===== config.mk =====
export PLATFORM = sky130hd
export DESIGN_NAME = load_store_unit
export DESIGN_NICKNAME = d
export VERILOG_FILES = /design/src/rtl/load_store_unit.sv
export SDC_FILE = /design/constraint.sdc
export NUM_CORES = 1
export LEC_CHECK = 0
export ABC_CLOCK_PERIOD_IN_PS = 6300
export CAP_MARGIN = 20
export CORE_UTILIZATION = 67
export CTS_BUF_LIST = sky130_fd_sc_hd__clkbuf_4 sky130_fd_sc_hd__clkbuf_8
export CTS_CLUSTER_DIAMETER = 150
export DETAILED_ROUTE_END_ITERATION = 6
export DONT_BUFFER_PORTS = 1
export GPL_TIMING_DRIVEN = 0
export HOLD_SLACK_MARGIN = 0.08
export PLACE_DENSITY = 0.84
export SLEW_MARGIN = 20
export SYNTH_ARGS = -nofsm -noshare
export SYNTH_HDL_FRONTEND = slang
export SYNTH_SLANG_ARGS = --single-unit

===== constraint.sdc =====
create_clock -name clk -period 6.3 [get_ports clk]
set_clock_uncertainty 0.2 [all_clocks]
set_input_delay 0 -clock clk [delete_from_list [all_inputs] [get_ports clk]]
set_output_delay 0 -clock clk [all_outputs]
set_load 0.05 [all_outputs]

===== src/rtl/load_store_unit.sv =====
// RV32I load/store initiator for a byte-addressed, 4-byte-wide data memory.
// States: IDLE accept | LOAD read+extend | RMW_RD fetch old word | STORE write | RESP hold response.
module load_store_unit #(
    parameter int               WIDTH    = 32,
    parameter logic [WIDTH-1:0] ADDR_MAX = 32'h1FFFF
) (
    input  logic             clk,
    input  logic             rst_n,
    input  logic             req_valid,
    output logic             req_ready,
    input  logic             req_we,
    input  logic [2:0]       req_funct3,
    input  logic [WIDTH-1:0] req_addr,
    input  logic [WIDTH-1:0] req_wdata,
    output logic             rsp_valid,
    input  logic             rsp_ready,
    output logic [WIDTH-1:0] rsp_rdata,
    output logic             rsp_err,
    output logic             mem_we,
    output logic [WIDTH-1:0] mem_a,
    output logic [WIDTH-1:0] mem_wd,
    input  logic [WIDTH-1:0] mem_rd
);

    localparam logic [2:0] IDLE   = 3'd0;
    localparam logic [2:0] LOAD   = 3'd1;
    localparam logic [2:0] RMW_RD = 3'd2;
    localparam logic [2:0] STORE  = 3'd3;
    localparam logic [2:0] RESP   = 3'd4;

    logic [2:0]       state_q, state_d;
    logic [WIDTH-1:0] addr_q, addr_d;
    logic [2:0]       f3_q, f3_d;
    logic [WIDTH-1:0] wd_q, wd_d;
    logic [WIDTH-1:0] old_q, old_d;
    logic [WIDTH-1:0] rdata_q, rdata_d;
    logic             err_q, err_d;

    logic             legal_f3;
    logic [WIDTH:0]   span_m1;
    logic [WIDTH:0]   last_addr;
    logic             out_of_range;
    logic [WIDTH-1:0] load_ext;

    // Stores always touch A..A+3 (sub-word ones via read-modify-write), so they range-check as 4 bytes.
    always_comb begin
        span_m1 = '0;
        if (req_we) begin
            span_m1 = (WIDTH+1)'(3);
        end else begin
            case (req_funct3[1:0])
                2'b00:   span_m1 = '0;
                2'b01:   span_m1 = (WIDTH+1)'(1);
                default: span_m1 = (WIDTH+1)'(3);
            endcase
        end
    end

    always_comb begin
        legal_f3 = 1'b0;
        if (req_we) begin
            legal_f3 = (req_funct3 == 3'b000) || (req_funct3 == 3'b001) || (req_funct3 == 3'b010);
        end else begin
            legal_f3 = (req_funct3 == 3'b000) || (req_funct3 == 3'b001) || (req_funct3 == 3'b010)
                    || (req_funct3 == 3'b100) || (req_funct3 == 3'b101);
        end
    end

    assign last_addr    = {1'b0, req_addr} + span_m1;
    assign out_of_range = last_addr > {1'b0, ADDR_MAX};

    always_comb begin
        load_ext = mem_rd;
        case (f3_q[1:0])
            2'b00:   load_ext = {{(WIDTH-8){mem_rd[7] & ~f3_q[2]}}, mem_rd[7:0]};
            2'b01:   load_ext = {{(WIDTH-16){mem_rd[15] & ~f3_q[2]}}, mem_rd[15:0]};
            default: load_ext = mem_rd;
        endcase
    end

    always_comb begin
        state_d = state_q;
        addr_d  = addr_q;
        f3_d    = f3_q;
        wd_d    = wd_q;
        old_d   = old_q;
        rdata_d = rdata_q;
        err_d   = err_q;
        case (state_q)
            IDLE: begin
                if (req_valid) begin
                    addr_d  = req_addr;
                    f3_d    = req_funct3;
                    wd_d    = req_wdata;
                    old_d   = '0;
                    rdata_d = '0;
                    err_d   = 1'b0;
                    if (!legal_f3 || out_of_range) begin
                        err_d   = 1'b1;
                        state_d = RESP;
                    end else if (!req_we) begin
                        state_d = LOAD;
                    end else if (req_funct3[1:0] == 2'b10) begin
                        state_d = STORE;
                    end else begin
                        state_d = RMW_RD;
                    end
                end
            end
            LOAD: begin
                rdata_d = load_ext;
                state_d = RESP;
            end
            RMW_RD: begin
                old_d   = mem_rd;
                state_d = STORE;
            end
            STORE: begin
                state_d = RESP;
            end
            RESP: begin
                if (rsp_ready) begin
                    state_d = IDLE;
                end
            end
            default: state_d = IDLE;
        endcase
    end

    always_ff @(posedge clk or negedge rst_n) begin
        if (!rst_n) begin
            state_q <= IDLE;
            addr_q  <= '0;
            f3_q    <= '0;
            wd_q    <= '0;
            old_q   <= '0;
            rdata_q <= '0;
            err_q   <= 1'b0;
        end else begin
            state_q <= state_d;
            addr_q  <= addr_d;
            f3_q    <= f3_d;
            wd_q    <= wd_d;
            old_q   <= old_d;
            rdata_q <= rdata_d;
            err_q   <= err_d;
        end
    end

    // Write data merges the new low bytes into the fetched word; byte A sits in bits 7:0.
    always_comb begin
        mem_wd = '0;
        if (state_q == STORE) begin
            case (f3_q[1:0])
                2'b00:   mem_wd = {old_q[WIDTH-1:8], wd_q[7:0]};
                2'b01:   mem_wd = {old_q[WIDTH-1:16], wd_q[15:0]};
                default: mem_wd = wd_q;
            endcase
        end
    end

    assign mem_we    = (state_q == STORE);
    assign mem_a     = (state_q == IDLE) ? '0 : addr_q;
    assign req_ready = (state_q == IDLE);
    assign rsp_valid = (state_q == RESP);
    assign rsp_rdata = rdata_q;
    assign rsp_err   = err_q;

endmodule


==> results of run 1 <==
[cell families after synthesis]
group / synth area share
AND/OR/NAND/NOR: 0.222
flip-flops: 0.519
multiplexers: 0.149
AO/OA/AOI/OAI: 0.0713
buffers and inverters: 0.0290
adder cells (fa/ha/maj): 0.00735
XOR/XNOR: 0.00286
[synthesized netlist by cell type, drive strengths merged]
library cell,instances
a2111oi,1
a211oi,1
a21bo,1
a21o,1
a21oi,20
a311oi,3
a31oi,1
a41o,2
a41oi,1
and2,1
and3,11
and4b,1
buf,11
clkbuf,25
dfrtp,127
fa,1
ha,2
inv,7
mux2,65
mux2i,18
nand2,108
nand2b,2
nand3,44
nand3b,1
nand4,6
nor2,30
nor2b,50
nor3,2
nor3b,4
nor4,2
nor4b,2
o2111a,3
o2111ai,1
o21a,2
o21ai,31
o22ai,2
o41ai,1
or2,2
or3,1
xor2,2
[stage by stage]
step | worst slack (ns) | area, um2 | std cells
2_1_floorplan | 4.07 | 6120 | 596
3_5_place_dp | 3.54 | 6260 | 704
3_3_place_gp | 3.59 | 6260 | 704
==> qor.yml, run 1 <==
cts:
  clockRootBuffer: "clkbuf_8"
  post_cts_resized: 0
  clockBufferDepth: 2
  cts-hold-fix-buffers: 149
  cts_buffers: 17
  clkSinkCount: 127
  htreeDepth: 4
  cts_setup_buffers: 0
status:
  status: "stopped before the end"
  tool.error: "[ERROR RSZ-0060] Max buffer count reached."
  failed_stage: "clock tree synthesis"
floorplan:
  io_pins: 204
  die_w_um: 97.6
  rows: 34
  dieHeight_um: 97.6
  start_util: 0.696
place:
  globalplace.congestion: 0.834
  port-buffer-count: 0
  post-dp-hpwl_um: 10600
synthesis:
  avgSynthCellArea_um2: 10.3
  synthCells: 596
  synth_area_leader_cell: "dfrtp_1"
  synth_area_um2: 6120
  seq_area_frac_synth: 0.519
  ys_ff_latch: 127
  yosys.area.top_type_share: 0.519
  synthTopCellsByArea: "dfrtp_1 52%, mux2_2 12%, nand2_1 6.6%"
  yosysUniqueCellTypes: 45
  synth_warnings: 0
  synthesis.nets: 703
==> run 2, diff against run 1 <==
==> config.mk (replaced) <==
export PLATFORM = sky130hd
export DESIGN_NAME = load_store_unit
export DESIGN_NICKNAME = d
export VERILOG_FILES = /design/src/rtl/load_store_unit.sv
export SDC_FILE = /design/constraint.sdc
export NUM_CORES = 1
export LEC_CHECK = 0
export ABC_CLOCK_PERIOD_IN_PS = 6300
export CAP_MARGIN = 20
export CORE_UTILIZATION = 40
export DETAILED_ROUTE_END_ITERATION = 6
export DONT_BUFFER_PORTS = 1
export GPL_TIMING_DRIVEN = 0
export PLACE_DENSITY_LB_ADDON = 0.15
export SLEW_MARGIN = 20
export SYNTH_ARGS = -nofsm -noshare
export SYNTH_HDL_FRONTEND = slang
export SYNTH_SLANG_ARGS = --single-unit
==> qor.yml, run 2 <==
power_and_ir_drop:
  irDropWorstVdd_uv: 190
  leakage_nw: 3.60
  power_density_nw_per_um2: 311
setup_path:
  path_max_fanout: 10
  cp-end-kind: "output port"
  critPathLaunchType: "register"
  ff2ff_setup_slack_ns: 3.42
  cp.required_ns: 6.10
  timing.rr.start: "state_q[1]$_DFFE_PN0P_"
  reg2reg_to: "addr_q[25]$_DFFE_PN0P_"
  critPathKind: "reg -> out"
  cp.arrival_ns: 3.07
  rr_worst_depth: 5
status:
  status: "finished, violations left"  # was stopped before the end
  violations: "negative hold slack"
cts:
  htreeDepth: 4  # unchanged
  clkSinkCount: 127  # unchanged
  clockBufferDepth: 2  # unchanged
  clockRootBuffer: "clkbuf_16"  # was clkbuf_8
  cts_buffers: 17  # unchanged
  cts_setup_buffers: 0  # unchanged
  cts_tree: "built"
  cts.reportedPaths.clkPinSlew_ns: 0.06
  clkLatencyLatePin_ns: 0.41
timing:
  rsz0062_at_grt: "no"
  setup_viol: 0
  timing.final.crit_share: 0.519
  hold_viol: 8
  slew_headroom: 0.278
  period_needed_ns: 3.27
  worst_pin_slew_ns: 1.09
  slew_viol_final: 0
  setup_tns_ns: 0
  fmax_mhz: 306
  hold-worst-slack_ns: -0.0254
hold_path:
  hp-class: "in -> async"
flow_run:
  drv_cap: 0
floorplan:
  dieHeight_um: 126  # was 97.6 um
  start_util: 0.415  # was 0.696
  rows: 44  # was 34
  dieArea_um2: 15800
  core_um2: 14800
  io_pins: 204  # unchanged
  die_w_um: 126  # was 97.6 um
drt:
  viasPerCell: 5.44
  wl_per_cell_um: 19.1
  finalWirelength_um: 17500
  drt-initial-drc-count: 186
  firstDrtPassIters: 4
  remaining_drc_errors: 0
  ant_nets: 0
  dr_total_vias: 4982
place:
  port-buffer-count: 0  # unchanged
  globalplace.congestion: 0.785  # was 0.834
  post-dp-hpwl_um: 11800  # was 10,600 um
global_route:
  grt.met3_usage: 0.0718
  grt_first_pass_wirelength_um: 28400
  grt.total_usage: 0.233
  grt-ovfl-total: 0
  antenna_found_initial: 0
  busiest_layer: "met2"
  gr-usage-met2: 0.374
  grt_pass1_vias: 5241
  grt_use_met1: 0.296
  grt_max_degree: 128
synthesis:
  yosys.area.top_type_share: 0.519  # unchanged
  synth_warnings: 0  # unchanged
  synth_area_um2: 6120  # unchanged
  avgSynthCellArea_um2: 10.3  # unchanged
  seq_area_frac_synth: 0.519  # unchanged
  synth_edf_count: 0  # unchanged
  synthesis.nets: 703  # unchanged
  synth_most_common_cell: "dfrtp_1"  # unchanged
  ys_ff_latch: 127  # unchanged
  synth_area_leader_cell: "dfrtp_1"  # unchanged
  yosysUniqueCellTypes: 45  # unchanged
  async_reset_ff_frac: 1.00  # unchanged
  synthTopCellsByArea: "dfrtp_1 52%, mux2_2 12%, nand2_1 6.6%"  # unchanged
  synthCells: 596  # unchanged
  ys.flop_type: "dfrtp_1"  # unchanged
  yosys-top-cells-count: "127 x dfrtp_1, 108 x nand2_1, 65 x mux2_2"  # unchanged
finish:
  area_delta_synth_final_pct: 31.1
  final_common_cell: "dfrtp_1"
  fin_nets: 827
  drive_gt1_frac: 0.157
  num_antenna_cells: 0
  final_cell_mix: "127 x dfrtp_1, 108 x nand2_1, 104 x dlygate4sd3_1"
run 2: worst max path at each step:
stage | start | cells after the start | to | slack, ns
finish | state_q[1]$_DFFE_PN0P_ | 3 | mem_a[25] | 3.03
global route | state_q[1]$_DFFE_PN0P_ | 3 | mem_a[22] | 2.88
CTS | state_q[1]$_DFFE_PN0P_ | 3 | mem_a[22] | 2.99
detailed placement | state_q[1]$_DFFE_PN0P_ | 3 | mem_a[22] | 3.45
global placement | state_q[1]$_DFFE_PN0P_ | 3 | mem_a[22] | 3.46
floorplan | f3_q[1]$_DFFE_PN0P_ | 6 | mem_wd[10] | 4.07
run 2: report_power, final:
group / switching [mW] / internal, mW / total, mW
Combinational: 0.312 / 0.200 / 0.512
Sequential: 0.0550 / 0.915 / 0.970
Clock: 0.360 / 0.656 / 1.02
Total: 0.727 / 1.77 / 2.50
run 2: layout make-up:
cell class | instances | area [um2]
plain buffers | 36 | 151
flip-flops and latches | 127 | 3180
well taps | 184 | 230
inverters | 7 | 26.3
fillers | 1331 | 6720
repair buffers | 105 | 1070
clock buffers | 19 | 433
clock inverters | 12 | 169
multi-input cells | 426 | 2770
run 2: per-stage QoR:
stage / setup WS, ns / cells / instance area (um2) / power (mW) / utilization
4_1_cts: 2.99 / 916 / 8030 / 2.52 / 0.544
3_3_place_gp: 3.46 / 780 / 6350 / 1.40 / 0.431
6_report: 3.03 / 916 / 8030 / 2.50 / 0.544
3_5_place_dp: 3.45 / 780 / 6360 / 1.42 / 0.431
5_1_grt: 2.88 / 916 / 8030 / 2.61 / 0.544
2_1_floorplan: 4.07 / 596 / 6120 / 1.34 / -
run 2: layer usage:
| layer | vias to the layer above | wire, um |
|---|---|---|
| met2 | 193 | 8280 |
| met4 | 0 | 381 |
| li1 | 2300 | - |
| met5 | - | 0 |
| met3 | 27 | 1320 |
| met1 | 2462 | 7510 |
run 2: cell families (layout without fill, tap and decap cells):
kind of cell	Yosys count	count (layout)	synth area share
compound gates	71	71	0.0713
xor+xnor	2	2	0.00286
fa+ha+maj	3	3	0.00735
buf+inv	43	179	0.0290
flops	127	127	0.519
mux	83	83	0.149
simple gates	267	267	0.222
run 2: critical path: stages (launching register included):
cell	delay [ns]
dfrtp_1	0.45
nor3_1	0.85
clkbuf_1	0.85
nor2b_1	0.50
run 2: timing repair:
action	in CTS	in global routing
endpoints found under the hold margin	254	0
resized for setup	0	0
hold buffers	105	0
No activity file was read; power rests on OpenSTA's default activity.
==> run 3, diff against run 2 <==
--- a/config.mk
+++ b/config.mk
@@ -5,7 +5,7 @@
 export SDC_FILE = /design/constraint.sdc
 export NUM_CORES = 1
 export LEC_CHECK = 0
-export ABC_CLOCK_PERIOD_IN_PS = 6300
+export ABC_CLOCK_PERIOD_IN_PS = 3000
 export CAP_MARGIN = 20
 export CORE_UTILIZATION = 40
 export DETAILED_ROUTE_END_ITERATION = 6
==> constraint.sdc (replaced) <==
create_clock -name clk -period 3 [get_ports clk]
set_clock_uncertainty 0.2 [all_clocks]
set_input_delay 0 -clock clk [delete_from_list [all_inputs] [get_ports clk]]
set_output_delay 0 -clock clk [all_outputs]
set_load 0.05 [all_outputs]
==> qor.yml, run 3 (synthesis gave the netlist of run 2 again) <==
status:
  status: "finished, violations left"  # unchanged
  violations: "negative hold slack"  # unchanged
finish:
  fin_nets: 827  # unchanged
  drive_gt1_frac: 0.197  # was 0.157
  fin_cells: 916  # unchanged
  post-route-util: 0.556  # was 0.544
  postLayoutCellArea_um2: 8200  # was 8030 um2
  final_common_cell: "dfrtp_1"  # unchanged
  final_cell_mix: "127 x dfrtp_1, 108 x nand2_1, 103 x dlygate4sd3_1"  # was 127 x dfrtp_1, 108 x nand2_1, 104 x dlygate4sd3_1
  area_delta_synth_final_pct: 33.8  # was 31.1%
  num_antenna_cells: 0  # unchanged
hold_path:
  hp-class: "in -> async"  # unchanged
cts:
  htreeDepth: 4  # unchanged
  clkLatencyLatePin_ns: 0.41  # about the same
  cts-hold-fix-buffers: 103  # was 105
  clockRootBuffer: "clkbuf_16"  # unchanged
  clkSinkCount: 127  # unchanged
  cts.reportedPaths.clkPinSlew_ns: 0.06  # about the same
  cts_buffers: 17  # unchanged
  clockBufferDepth: 2  # unchanged
  cts_tree: "built"  # unchanged
timing:
  hold_viol: 127  # was 8
  worst_pin_slew_ns: 1.04  # was 1.09 ns
  fmax_mhz: 342
  slew_headroom: 0.308  # was 0.278
  hold-worst-slack_ns: -0.917  # was -0.0254 ns
  timing.final.crit_share: 0.974
  slew_viol_final: 0  # unchanged
  rsz0062_at_grt: "yes"  # was no
  setup_viol: 0  # unchanged
  period_needed_ns: 2.92
floorplan:
  dieHeight_um: 126  # unchanged
  dieArea_um2: 15800  # unchanged
  core_um2: 14800  # unchanged
  die_w_um: 126  # unchanged
  start_util: 0.415  # unchanged
  io_pins: 204  # unchanged
  rows: 44  # unchanged
place:
  dp.cells: 780  # unchanged
  post-dp-hpwl_um: 11800  # unchanged
  placed_area_um2: 6360  # unchanged
  port-buffer-count: 0  # unchanged
  globalplace.congestion: 0.785  # unchanged
global_route:
  grt.total_usage: 0.233  # about the same
  grt-ovfl-total: 0  # unchanged
  grt_pass1_vias: 5246  # was 5,241
  antenna_found_initial: 0  # unchanged
  grt_max_degree: 128  # unchanged
  grt_first_pass_wirelength_um: 28400  # about the same
setup_path:
  cp.required_ns: 2.80  # was 6.10 ns
  path_max_fanout: 10  # unchanged
  cp_num_buf_inv: 3  # was 1
  critPathLaunchType: "register"  # unchanged
  cpMaxStageDelayCell: "a21oi_2"  # was nor3_1
  crit_family: "buffers and inverters"  # was simple AND/OR/NAND/NOR gates
  critPathKind: "reg -> out"  # unchanged
  crit_chain: "clkbuf_1 > or2_2 > clkbuf_1 > clkbuf_1 > nand2_1 > a21oi_2"  # was nor3_1 > clkbuf_1 > nor2b_1
  cp-end-kind: "output port"  # unchanged
  cp.arrival_ns: 2.72  # was 3.07 ns
  cpPeakStageDelay_ns: 0.55  # was 0.85 ns
  cp_common_cell: "clkbuf_1"
power_and_ir_drop:
  pwr-share-seq: 0.388  # about the same
  p_sw_frac: 0.292  # was 0.291
  switching_power_mw: 1.53  # was 0.727 mW
  pwr-share-comb: 0.205  # about the same
  clockPowerShare: 0.407  # about the same
  power_density_nw_per_um2: 641  # was 311 nW/um2
  intPower_mw: 3.72  # was 1.77 mW
  leakage_nw: 3.60  # about the same
  irDropWorstVdd_uv: 400  # was 190 uV
  power_mw: 5.25  # was 2.50 mW
flow_run:
  drv_cap: 0  # unchanged
drt:
  dr_total_vias: 4958  # was 4,982
  remaining_drc_errors: 0  # unchanged
  viasPerCell: 5.41  # was 5.44
  ant_nets: 0  # unchanged
  firstDrtPassIters: 4  # unchanged
  drt-initial-drc-count: 187  # was 186
  finalWirelength_um: 17700  # was 17,500 um
  wl_per_cell_um: 19.3  # was 19.1 um
run 3: cell types whose count changed in the layout (fill, tap and decap cells not counted), sizes merged:
cell,previous run,this run
clkbuf,44,42
buf,12,15
dlygate4sd3,104,103
run 3: layout make-up:
cell class              instances  area, um2
plain buffers                  36        155
clock buffers                  19        433
clock inverters                12        169
fillers                      1309       6560
inverters                       7       26.3
multi-input cells             426       2960
flip-flops and latches        127       3180
well taps                     184        230
repair buffers                105       1050
run 3: worst paths after layout:
path	end	depth (start not counted)	from	slack, ns
setup / recovery	mem_wd[9]	6	f3_q[1]$_DFFE_PN0P_	0.08
hold / removal	wd_q[30]$_DFFE_PN0P_	0	rst_n	-0.92
setup reg to reg	addr_q[25]$_DFFE_PN0P_	5	state_q[1]$_DFFE_PN0P_	0.46
hold reg to reg	addr_q[1]$_DFFE_PN0P_	2	addr_q[1]$_DFFE_PN0P_	0.28
max in group asynchronous	addr_q[21]$_DFFE_PN0P_	0	rst_n	3.25
min in group clk	rsp_err$_DFFE_PN0P_	4	req_addr[17]	0.03
run 3: power groups by stage:
stage / Combinational [mW] / Sequential (mW) / Clock [mW]
5_1_grt: 1.15 / 2.06 / 2.25
6_report: 1.08 / 2.04 / 2.14
3_5_place_dp: 0.915 / 2.06 / 0
3_3_place_gp: 0.897 / 2.05 / 0
4_1_cts: 1.05 / 2.04 / 2.18
2_1_floorplan: 0.798 / 2.03 / 0
run 3: through the flow:
step,setup WS (ns),setup TNS [ns]
after global routing,-0.0615,-0.132
after global placement,0.161,0
final,0.0783,0
after detailed placement,0.152,0
after floorplan,0.768,0
after CTS,-0.174,-1.50
run 3: what timing repair did:
| item | in CTS | in global routing |
|---|---|---|
| gates resized for setup | 11 | 44 |
| endpoints found under the hold margin | 254 | 127 |
| pin swaps | 0 | 1 |
| setup endpoints to repair | 33 | 26 |
| setup buffers | 0 | 2 |
run 3: metal layers:
| layer | share of wire | global-route usage |
|---|---|---|
| met5 | 0 | 0 |
| met4 | 0.020 | 0.0936 |
| met3 | 0.070 | 0.0722 |
| met2 | 0.48 | 0.372 |
| met1 | 0.43 | 0.295 |
